--- src/rtl/fetch_unit.sv ---
// fetch_unit: instruction fetch stage feeding the decoder.
// Owns the PC, issues word-indexed reads to instruction memory over a
// req/gnt/rvalid handshake, and buffers returned words with their PCs in a
// DEPTH-entry reservation queue. Slots are reserved at grant time, so the
// queue cannot overflow. A redirect flushes the queue, restarts fetch and
// discards the responses of requests that were already granted.
//
// Ports:
//   clk, rstn                 clock, asynchronous active-low reset
//   redirect, redirect_pc     flush and restart fetch at redirect_pc
//   imem_req, imem_addr       read request and word address (= pc)
//   imem_gnt                  request accepted this cycle
//   imem_rvalid, imem_rdata   in-order read response
//   inst_valid, inst, inst_pc head of the queue towards the decoder
//   inst_ready                decoder accepts the head this cycle
module fetch_unit #(
    parameter int unsigned DEPTH    = 4,
    parameter logic [31:0] RESET_PC = 32'd0
) (
    input  logic        clk,
    input  logic        rstn,
    input  logic        redirect,
    input  logic [31:0] redirect_pc,
    output logic        imem_req,
    output logic [31:0] imem_addr,
    input  logic        imem_gnt,
    input  logic        imem_rvalid,
    input  logic [31:0] imem_rdata,
    output logic        inst_valid,
    output logic [31:0] inst,
    output logic [31:0] inst_pc,
    input  logic        inst_ready
);

    localparam int unsigned IW = $clog2(DEPTH);
    localparam int unsigned PW = IW + 1;

    logic [31:0]    pc;
    logic [PW-1:0]  alloc_ptr;
    logic [PW-1:0]  fill_ptr;
    logic [PW-1:0]  rd_ptr;
    logic [PW-1:0]  discard;
    logic [DEPTH-1:0] ent_filled;
    logic [31:0]    ent_pc   [DEPTH];
    logic [31:0]    ent_data [DEPTH];

    logic [IW-1:0]  alloc_idx;
    logic [IW-1:0]  fill_idx;
    logic [IW-1:0]  rd_idx;
    logic [PW-1:0]  in_use;
    logic [PW-1:0]  pending;
    logic [PW-1:0]  redirect_discard;
    logic           gnt_fire;
    logic           rsp_drop;
    logic           rsp_fill;
    logic           pop;

    assign alloc_idx = alloc_ptr[IW-1:0];
    assign fill_idx  = fill_ptr[IW-1:0];
    assign rd_idx    = rd_ptr[IW-1:0];

    // Slots reserved but not yet popped, and live requests not yet answered.
    assign in_use  = alloc_ptr - rd_ptr;
    assign pending = alloc_ptr - fill_ptr;

    // Stale (discarded) requests still occupy memory bandwidth credit.
    assign imem_req  = rstn && (in_use < PW'(DEPTH)) && ((pending + discard) < PW'(DEPTH));
    assign imem_addr = pc;

    assign gnt_fire = imem_req && imem_gnt;
    assign rsp_drop = imem_rvalid && (discard != '0);
    // A response with nothing outstanding is a protocol error and is ignored.
    assign rsp_fill = imem_rvalid && (discard == '0) && (pending != '0);

    // Everything granted up to and including this cycle, minus this cycle's
    // response, is still owed by memory and must be thrown away.
    assign redirect_discard = pending + discard + PW'(gnt_fire) - PW'(rsp_drop || rsp_fill);

    assign inst_valid = ent_filled[rd_idx] && (rd_ptr != fill_ptr);
    assign inst       = ent_data[rd_idx];
    assign inst_pc    = ent_pc[rd_idx];
    assign pop        = inst_valid && inst_ready;

    // Pointer, queue and PC update; redirect overrides everything else.
    always_ff @(posedge clk or negedge rstn) begin
        if (!rstn) begin
            pc         <= RESET_PC;
            alloc_ptr  <= '0;
            fill_ptr   <= '0;
            rd_ptr     <= '0;
            discard    <= '0;
            ent_filled <= '0;
            for (int i = 0; i < int'(DEPTH); i++) begin
                ent_pc[i]   <= '0;
                ent_data[i] <= '0;
            end
        end else if (redirect) begin
            pc         <= redirect_pc;
            alloc_ptr  <= '0;
            fill_ptr   <= '0;
            rd_ptr     <= '0;
            discard    <= redirect_discard;
            ent_filled <= '0;
        end else begin
            if (gnt_fire) begin
                ent_pc[alloc_idx]     <= pc;
                ent_filled[alloc_idx] <= 1'b0;
                alloc_ptr             <= alloc_ptr + PW'(1);
                pc                    <= pc + 32'd1;
            end
            if (rsp_drop) begin
                discard <= discard - PW'(1);
            end
            if (rsp_fill) begin
                ent_data[fill_idx]   <= imem_rdata;
                ent_filled[fill_idx] <= 1'b1;
                fill_ptr             <= fill_ptr + PW'(1);
            end
            if (pop) begin
                ent_filled[rd_idx] <= 1'b0;
                rd_ptr             <= rd_ptr + PW'(1);
            end
        end
    end

endmodule

--- config.mk ---
export PLATFORM = sky130hd
export DESIGN_NAME = fetch_unit
export DESIGN_NICKNAME = d
export VERILOG_FILES = /design/src/rtl/fetch_unit.sv
export SDC_FILE = /design/constraint.sdc
export NUM_CORES = 1
export LEC_CHECK = 0
export ABC_CLOCK_PERIOD_IN_PS = 8500
export BUFFER_PORTS_ARGS = -buffer_cell sky130_fd_sc_hd__clkbuf_2
export CORE_AREA = 2 2 156 158
export CTS_CLUSTER_DIAMETER = 50
export CTS_CLUSTER_SIZE = 30
export DETAILED_ROUTE_END_ITERATION = 6
export DIE_AREA = 0 0 158 160
export PLACE_DENSITY = 0.85
export SLEW_MARGIN = 5
export SYNTH_ARGS = -nofsm -noshare
export SYNTH_HDL_FRONTEND = slang
export SYNTH_SLANG_ARGS = --single-unit
--- constraint.sdc ---
create_clock -name clk -period 8.5 [get_ports clk]
set_input_delay 1.7 -clock clk [delete_from_list [all_inputs] [get_ports clk]]
set_output_delay 1.7 -clock clk [all_outputs]
set_load 0.02 [all_outputs]
==> reports/metrics.csv, run 1 <==
metric,value,unit
drive_above_1_share,0.511,
worstHoldStart,ent_data[26],
antenna_found_initial,2,
ant_nets,0,
clk_path_buf_depth,3,
ys_seq_area_frac,0.513,
wl_per_cell,21.9,microns
top_layer_used,met5,
netlist_area,14800,sq um
cts_root_buf,clkbuf_16,
cts_resized,0,
worst-path-max-fanout,69,
critical_path.top_delay_family,flip-flops,
crit_chain,inv_1 -> ha_1 -> a21oi_2 -> xnor2_1 -> buf_4 -> and3_1 -> clkbuf_2,
grtUsageTotal,0.261,
status,"complete, no violations",
cts_made_buffers,31,
hold_viol_final,0,
leakagePower,8.00,nW
vias,8775,
fin_tns_setup,0,ns
crit_required,6.80,ns
die_w,158,microns
insertion_delay,0.57,ns
dpl_worst_slack,3.94,ns
die_h,160,microns
met3_length,1.93,mm
h-tree-depth,1,
io-pin-count,168,
setup_viol,0,
syn_to_final_growth,14.3,%
first_global_vias,9457,
worstRegToRegCells,7,
clock_sinks,304,
fin_ws,3.34,ns
finalNetCount,1214,
grt_first_pass_wirelength,51.6,mm
grt_remaining_overflow,0,
cp-start-kind,register,
cp.arrival,3.46,ns
synth_fp_nets,1063,
grt_max_degree,98,
ys_warn_count,0,
skew,0.0180,ns
detail_route.vias_per_cell,5.97,
io_buffers,167,
ctsHoldBuffers,0,
tightest_slew,1.23,ns
die_area,25300,sq um
rsz0062_at_grt,no,
dpl.cell_count,1412,
stdcell_area,16900,sq um
r2r_start,rd_ptr[1],
cts_setup_buffers,0,
final_max_slew_viol_count,0,
cpMaxStageDelayCell,dfrtp_4,
drc,0,
num_rows,57,
crit_path_max_incr_delay,1.17,ns
drt-total-wl,32.2,mm
met2_length,15.8,mm
syn_inst,970,
dpl.hpwl,20.5,mm
r2r-end,ent_pc[35],
nFillCells,1575,
whs_path_depth,1,
netlist-cell-type-count,54,
hold_class,reg -> reg,
power_density,254,nW/um^2
path_depth,7,
cp_num_buf_inv,3,
cts_tree,built,
path_class,reg -> out,
path_clk_slew,0.06,ns
drt_iter0_drc,667,
ys_seq_elements,304,
period_minus_slack,5.16,ns
holdPathEnd,ent_data[26],
vdd_drop_max,191,uV
maxCapViolCount,0,
gp_congestion,0.827,
m1WireLength,13.4,mm
r2r_setup_slack,4.15,ns
finalPower,0.00431,W
avgSynthCellArea,15.3,sq um
final_cells,1471,
maxSlewHeadroom,0.178,
core_area,23800,sq um
placed_area,15800,sq um
drt_pre_antenna_iters,5,
initial_core_util,0.622,
fmax,194,MHz
cp-end-kind,output pin,
post-route-period-util,0.607,
-- synth_stat cells (all sizes together) --
cell type  number  area [sq um]
and3            4          25.0
mux4           65          1460
o21ai          28           140
xnor3           1          23.8
nand4b          3          26.3
inv            14          52.6
or2             1          6.26
or4             1          7.51
nor3            9          50.1
xor2           22           226
nand3          18           103
a21oi           7          38.8
nand4          10          62.6
mux2          259          3370
a221oi          1          8.76
nand2b          2          12.5
ha             20           250
or3             1          6.26
o31ai           1          7.51
nor2           21          93.8
buf            43           317
a31oi           2          12.5
and4            3          26.3
a211oi          5          37.5
a22oi           3          22.5
a21boi          1          7.51
mux2i           1          10.0
nor2b           1          6.26
xnor2          24           229
nand2          48           180
clkinv          1          3.75
nor4b           1          8.76
fa              3          60.1
o31a            1          8.76
nor4           14           184
and2            6          37.5
a311oi          2          17.5
clkbuf         19          72.6
dfrtp         304          7610
-- metrics by stage --
| stage | utilization | hold slack [ns] |
|---|---|---|
| after floorplan | - | 0.474 |
| after global placement | 0.663 | 0.482 |
| after CTS | 0.711 | 0.502 |
| after global routing | 0.711 | 0.511 |
| final | 0.711 | 0.500 |
| after detailed placement | 0.663 | 0.487 |
-- cells by family (layout without fill, tap and decap cells) --
| family | count (synthesis) | count (layout) | share of synthesized area |
|---|---|---|---|
| buffers and inverters | 77 | 253 | 0.0301 |
| xor gates and xnor gates | 47 | 47 | 0.0323 |
| muxes | 325 | 325 | 0.327 |
| other | 0 | 1 | 0 |
| and+or+nand+nor | 143 | 143 | 0.0564 |
| adders and majority gates | 23 | 23 | 0.0209 |
| AOI/OAI and AO/OA | 51 | 51 | 0.0203 |
| DFF | 304 | 304 | 0.513 |
-- state kept, by name, summed over array words and instances, names as in the netlist --
name	count
alloc_ptr	3
fill_ptr	3
imem_addr	32
ent_filled	4
discard	3
ent_pc	128
rd_ptr	3
ent_data	128
-- worst reg2reg max path: cells and delay by family (launching register included) --
kind | cells | cell delay (ns)
adders and majority gates | 1 | 0.36
buffers and inverters | 1 | 0.27
and+or+nand+nor | 2 | 1.40
xor gates and xnor gates | 1 | 0.32
muxes | 1 | 0.44
AOI/OAI and AO/OA | 1 | 0.29
DFF | 1 | 1.17
-- layer usage --
metal | track usage | vias up
met1 | 0.364 | 4577
li1 | - | 3849
met3 | 0.0502 | 77
met5 | 0 | -
met4 | 0.0835 | 2
met2 | 0.418 | 270
-- where the power goes --
| group | total (W) | switching (W) | internal [W] |
|---|---|---|---|
| sequential | 0.00182 | 0.000165 | 0.00166 |
| clock | 0.00148 | 0.000661 | 0.000820 |
| combinational | 0.00101 | 0.000491 | 0.000516 |
-- cell usage in the layout (no fill, tap or decap), types with 3 or more instances in the layout --
cell type | netlist | routed
buf_4 | 1 | 13
xnor2_1 | 23 | 23
and3_1 | 4 | 4
clkbuf_2 | 1 | 166
mux4_2 | 65 | 65
nor4_4 | 6 | 6
inv_8 | 0 | 3
and2_2 | 0 | 4
mux2_2 | 139 | 139
inv_6 | 0 | 5
clkbuf_16 | 0 | 31
a211oi_1 | 5 | 5
inv_1 | 14 | 14
nand4b_1 | 3 | 3
nand2_1 | 48 | 48
o21ai_0 | 18 | 18
nor4_1 | 7 | 7
mux2_4 | 120 | 120
bufinv_16 | 0 | 3
dfrtp_1 | 304 | 302
nor3_1 | 8 | 8
clkinv_4 | 0 | 4
nor2_1 | 19 | 19
xor2_1 | 19 | 19
ha_1 | 20 | 20
o21ai_1 | 10 | 10
nand4_1 | 10 | 10
a21oi_1 | 6 | 6
a22oi_1 | 3 | 3
clkinv_8 | 0 | 6
nand3_1 | 17 | 17
fa_1 | 3 | 3
and4_1 | 3 | 3
-- area by class of cell --
cell class	instances	area [sq um]	share of cell area
inverters	15	56.3	0.00332
repair buffers	180	943	0.0557
well taps	324	405	0.0239
clock buffers	33	803	0.0474
flip-flops and latches	304	7610	0.449
diodes	1	2.50	0.000148
clock inverters	25	348	0.0205
multi-input cells	589	6770	0.400
-- worst max-delay path by stage --
| stage | from | endpoint | slack (ns) |
|---|---|---|---|
| after floorplan | alloc_ptr[0] | imem_req | 4.38 |
| after global placement | rstn | imem_req | 4.00 |
| after detailed placement | rd_ptr[1] | imem_req | 3.94 |
| after CTS | rd_ptr[1] | imem_req | 3.34 |
| after global routing | rd_ptr[1] | imem_req | 3.18 |
| final | rd_ptr[1] | imem_req | 3.34 |
Note: power is estimated with default switching activity, not from simulation.
==> run 2, diff against run 1 <==
==> config.mk (replaced) <==
export PLATFORM = sky130hd
export DESIGN_NAME = fetch_unit
export DESIGN_NICKNAME = d
export VERILOG_FILES = /design/src/rtl/fetch_unit.sv
export SDC_FILE = /design/constraint.sdc
export NUM_CORES = 1
export LEC_CHECK = 0
export ABC_AREA = 1
export ABC_CLOCK_PERIOD_IN_PS = 5150
export BUFFER_PORTS_ARGS = -buffer_cell sky130_fd_sc_hd__clkbuf_2
export CORE_AREA = 2 2 164 166
export CTS_CLUSTER_DIAMETER = 50
export CTS_CLUSTER_SIZE = 30
export DETAILED_ROUTE_END_ITERATION = 6
export DIE_AREA = 0 0 166 168
export PLACE_DENSITY = 0.79
export SLEW_MARGIN = 5
export SYNTH_ARGS = -nofsm -noshare
export SYNTH_HDL_FRONTEND = slang
export SYNTH_SLANG_ARGS = --single-unit
==> constraint.sdc (replaced) <==
create_clock -name clk -period 5.15 [get_ports clk]
set_input_delay 1.03 -clock clk [delete_from_list [all_inputs] [get_ports clk]]
set_output_delay 1.03 -clock clk [all_outputs]
set_load 0.02 [all_outputs]
==> reports/metrics.csv, run 2 <==
metric,value,unit
hold_viol_final,0,
core_area,26400,sq um
tightest_slew,1.06,ns
grt_max_degree,195,
vdd_drop_max,337,uV
setup_viol,0,
synthXorXnorAreaFrac,0.0132,
cts_resized,0,
ys_warn_count,0,
ys_seq_elements,304,
h-tree-depth,2,
final_common_cell,nand2_1,
status,"complete, no violations",
holdWs,0.385,ns
ys_seq_area_frac,0.500,
synth.most_common_cell,nand2_1,
detail_route.vias_per_cell,5.73,
critical_path.top_delay_family,adder cells,
period_minus_slack,4.12,ns
die_w,166,microns
ctsHoldBuffers,0,
fmax,243,MHz
rsz0062_at_grt,no,
first_global_vias,13100,
synth_common_cells,"nand2_1, dfrtp_1, o21ai_0",
ant_nets,0,
synth-edff-count,0,
wl_per_cell,16.8,microns
io-pin-count,168,
drive_above_1_share,0.141,
maxCapViolCount,0,
cp_num_buf_inv,3,
cts_root_buf,clkbuf_16,
cts_setup_buffers,0,
power_density,415,nW/um^2
grtUsageTotal,0.287,
crit_path_max_incr_delay,0.48,ns
die_h,168,microns
drt-total-wl,40.0,mm
layout_common_cells,"nand2_1, dfrtp_1, o21ai_0",
synth.area.top_cells,"dfrtp_1, nand2_1, o21ai_0, nor2_1, o21ai_1",
final_max_slew_viol_count,0,
hold_class,in -> async,
async_flop_share,1.00,
syn_to_final_growth,12.6,%
synth_simple_gate_area_frac,0.226,
path_clk_slew,0.06,ns
num_rows,60,
netlist-cell-type-count,31,
synthMuxAreaShare,0,
synth_top_area_cell,dfrtp_1,
die_area,27900,sq um
post-route-period-util,0.799,
synth-adder-area-share,0.0204,
drc,0,
synth_fp_nets,2013,
cp-end-kind,output pin,
vias,13700,
clock_sinks,304,
leakagePower,8.86,nW
drt_pre_antenna_iters,5,
path_class,reg -> out,
cp.arrival,3.09,ns
skew,0.0108,ns
cp-start-kind,register,
drt_iter0_drc,1198,
fin_tns_setup,0,ns
gp_congestion,0.934,
crit_chain,inv_1 -> ha_1 -> inv_1 -> fa_1 -> fa_1 -> xor2_1 -> nand3_2 -> nand2_4 -> nor2_8 -> clkbuf_2,
synth_top_flop_cell,dfrtp_1,
crit_required,4.12,ns
cpMaxStageDelayCell,fa_1,
clk_path_buf_depth,3,
synth_top_family_by_area,simple AND/OR/NAND/NOR gates,
worst-path-max-fanout,10,
synth_compound_area_frac,0.179,
netlist_area,15200,sq um
grt_remaining_overflow,0,
maxSlewHeadroom,0.291,
initial_core_util,0.578,
io_buffers,167,
synth_top_area_share,0.500,
avgSynthCellArea,7.93,sq um
dpl.hpwl,24.5,mm
antenna_found_initial,2,
insertion_delay,0.51,ns
finalNetCount,2113,
cts_made_buffers,34,
cts_tree,built,
syn_inst,1920,
grt_first_pass_wirelength,65.9,mm
-- run 2: cell types whose count changed after synthesis, moves of 17 or more --
cell | before | now
inv_1 | 14 | 66
mux2_4 | 120 | 0
o21ai_0 | 18 | 285
nand2_1 | 48 | 630
o22ai_1 | 0 | 64
mux4_2 | 65 | 0
o21ai_2 | 0 | 23
nor2_1 | 19 | 186
o21ai_1 | 10 | 129
mux2_2 | 139 | 0
clkbuf_1 | 18 | 71
xnor2_1 | 23 | 6
-- run 2: power by group --
group | switching [W] | leakage, nW | total, W | internal, W
clock | 0.00103 | 0.534 | 0.00242 | 0.00139
combinational | 0.00113 | 4.19 | 0.00168 | 0.000559
sequential | 0.000259 | 4.13 | 0.00301 | 0.00275
-- run 2: routing by layer --
layer / vias to the layer above / global-route usage / wire (microns)
li1: 6512 / - / -
met2: 552 / 0.463 / 18600
met3: 97 / 0.0491 / 2950
met5: - / 0 / 0
met1: 6535 / 0.392 / 17100
met4: 0 / 0.115 / 1360
-- run 2: cell type report --
| cell class | instances | area, sq um |
|---|---|---|
| diodes | 2 | 5.00 |
| multi-input cells | 1424 | 6700 |
| clock inverters | 20 | 181 |
| clock buffers | 42 | 945 |
| flip-flops and latches | 304 | 7610 |
| inverters | 70 | 265 |
| fillers | 2202 | 9200 |
| well taps | 341 | 427 |
| repair buffers | 186 | 1020 |
-- run 2: path summary, 6_finish.rpt --
path | depth (start not counted) | startpoint | to | slack, ns
setup / recovery | 10 | alloc_ptr[0] | imem_req | 1.03
hold / removal | 1 | rstn | ent_data[3] | 0.39
setup reg to reg | 12 | alloc_ptr[0] | ent_pc[19] | 1.36
hold reg to reg | 2 | ent_pc[89] | ent_pc[89] | 0.48
max in group asynchronous | 2 | rstn | rd_ptr[0] | 3.30
min in group clk | 2 | ent_pc[89] | ent_pc[89] | 0.48
-- run 2: logic make-up after synthesis --
logic type	count (synthesis)
adders and majority gates	23
DFF	304
and+or+nand+nor	867
AOI/OAI and AO/OA	511
buffers and inverters	192
xor gates and xnor gates	23
-- run 2: worst reg2reg max path, cell delays in order (launching register included) --
cell,delay (ns)
dfrtp_1,0.41
inv_1,0.17
ha_1,0.17
inv_1,0.05
fa_1,0.48
fa_1,0.46
xor2_1,0.18
nand3_2,0.10
nand2_4,0.07
nor2_8,0.23
nand4_4,0.80
buf_4,0.47
o21ai_1,0.13
-- run 2: through the flow --
step | power [W] | instance area (sq um) | utilization | instances | worst slack [ns]
final | 0.00711 | 17200 | 0.651 | 2389 | 1.03
after global routing | 0.00747 | 17100 | 0.651 | 2388 | 0.889
after CTS | 0.00714 | 17100 | 0.651 | 2387 | 1.03
after detailed placement | 0.00473 | 16000 | 0.608 | 2325 | 1.38
after global placement | 0.00467 | 16000 | 0.608 | 2325 | 1.52
after floorplan | 0.00415 | 15200 | - | 1920 | 1.61
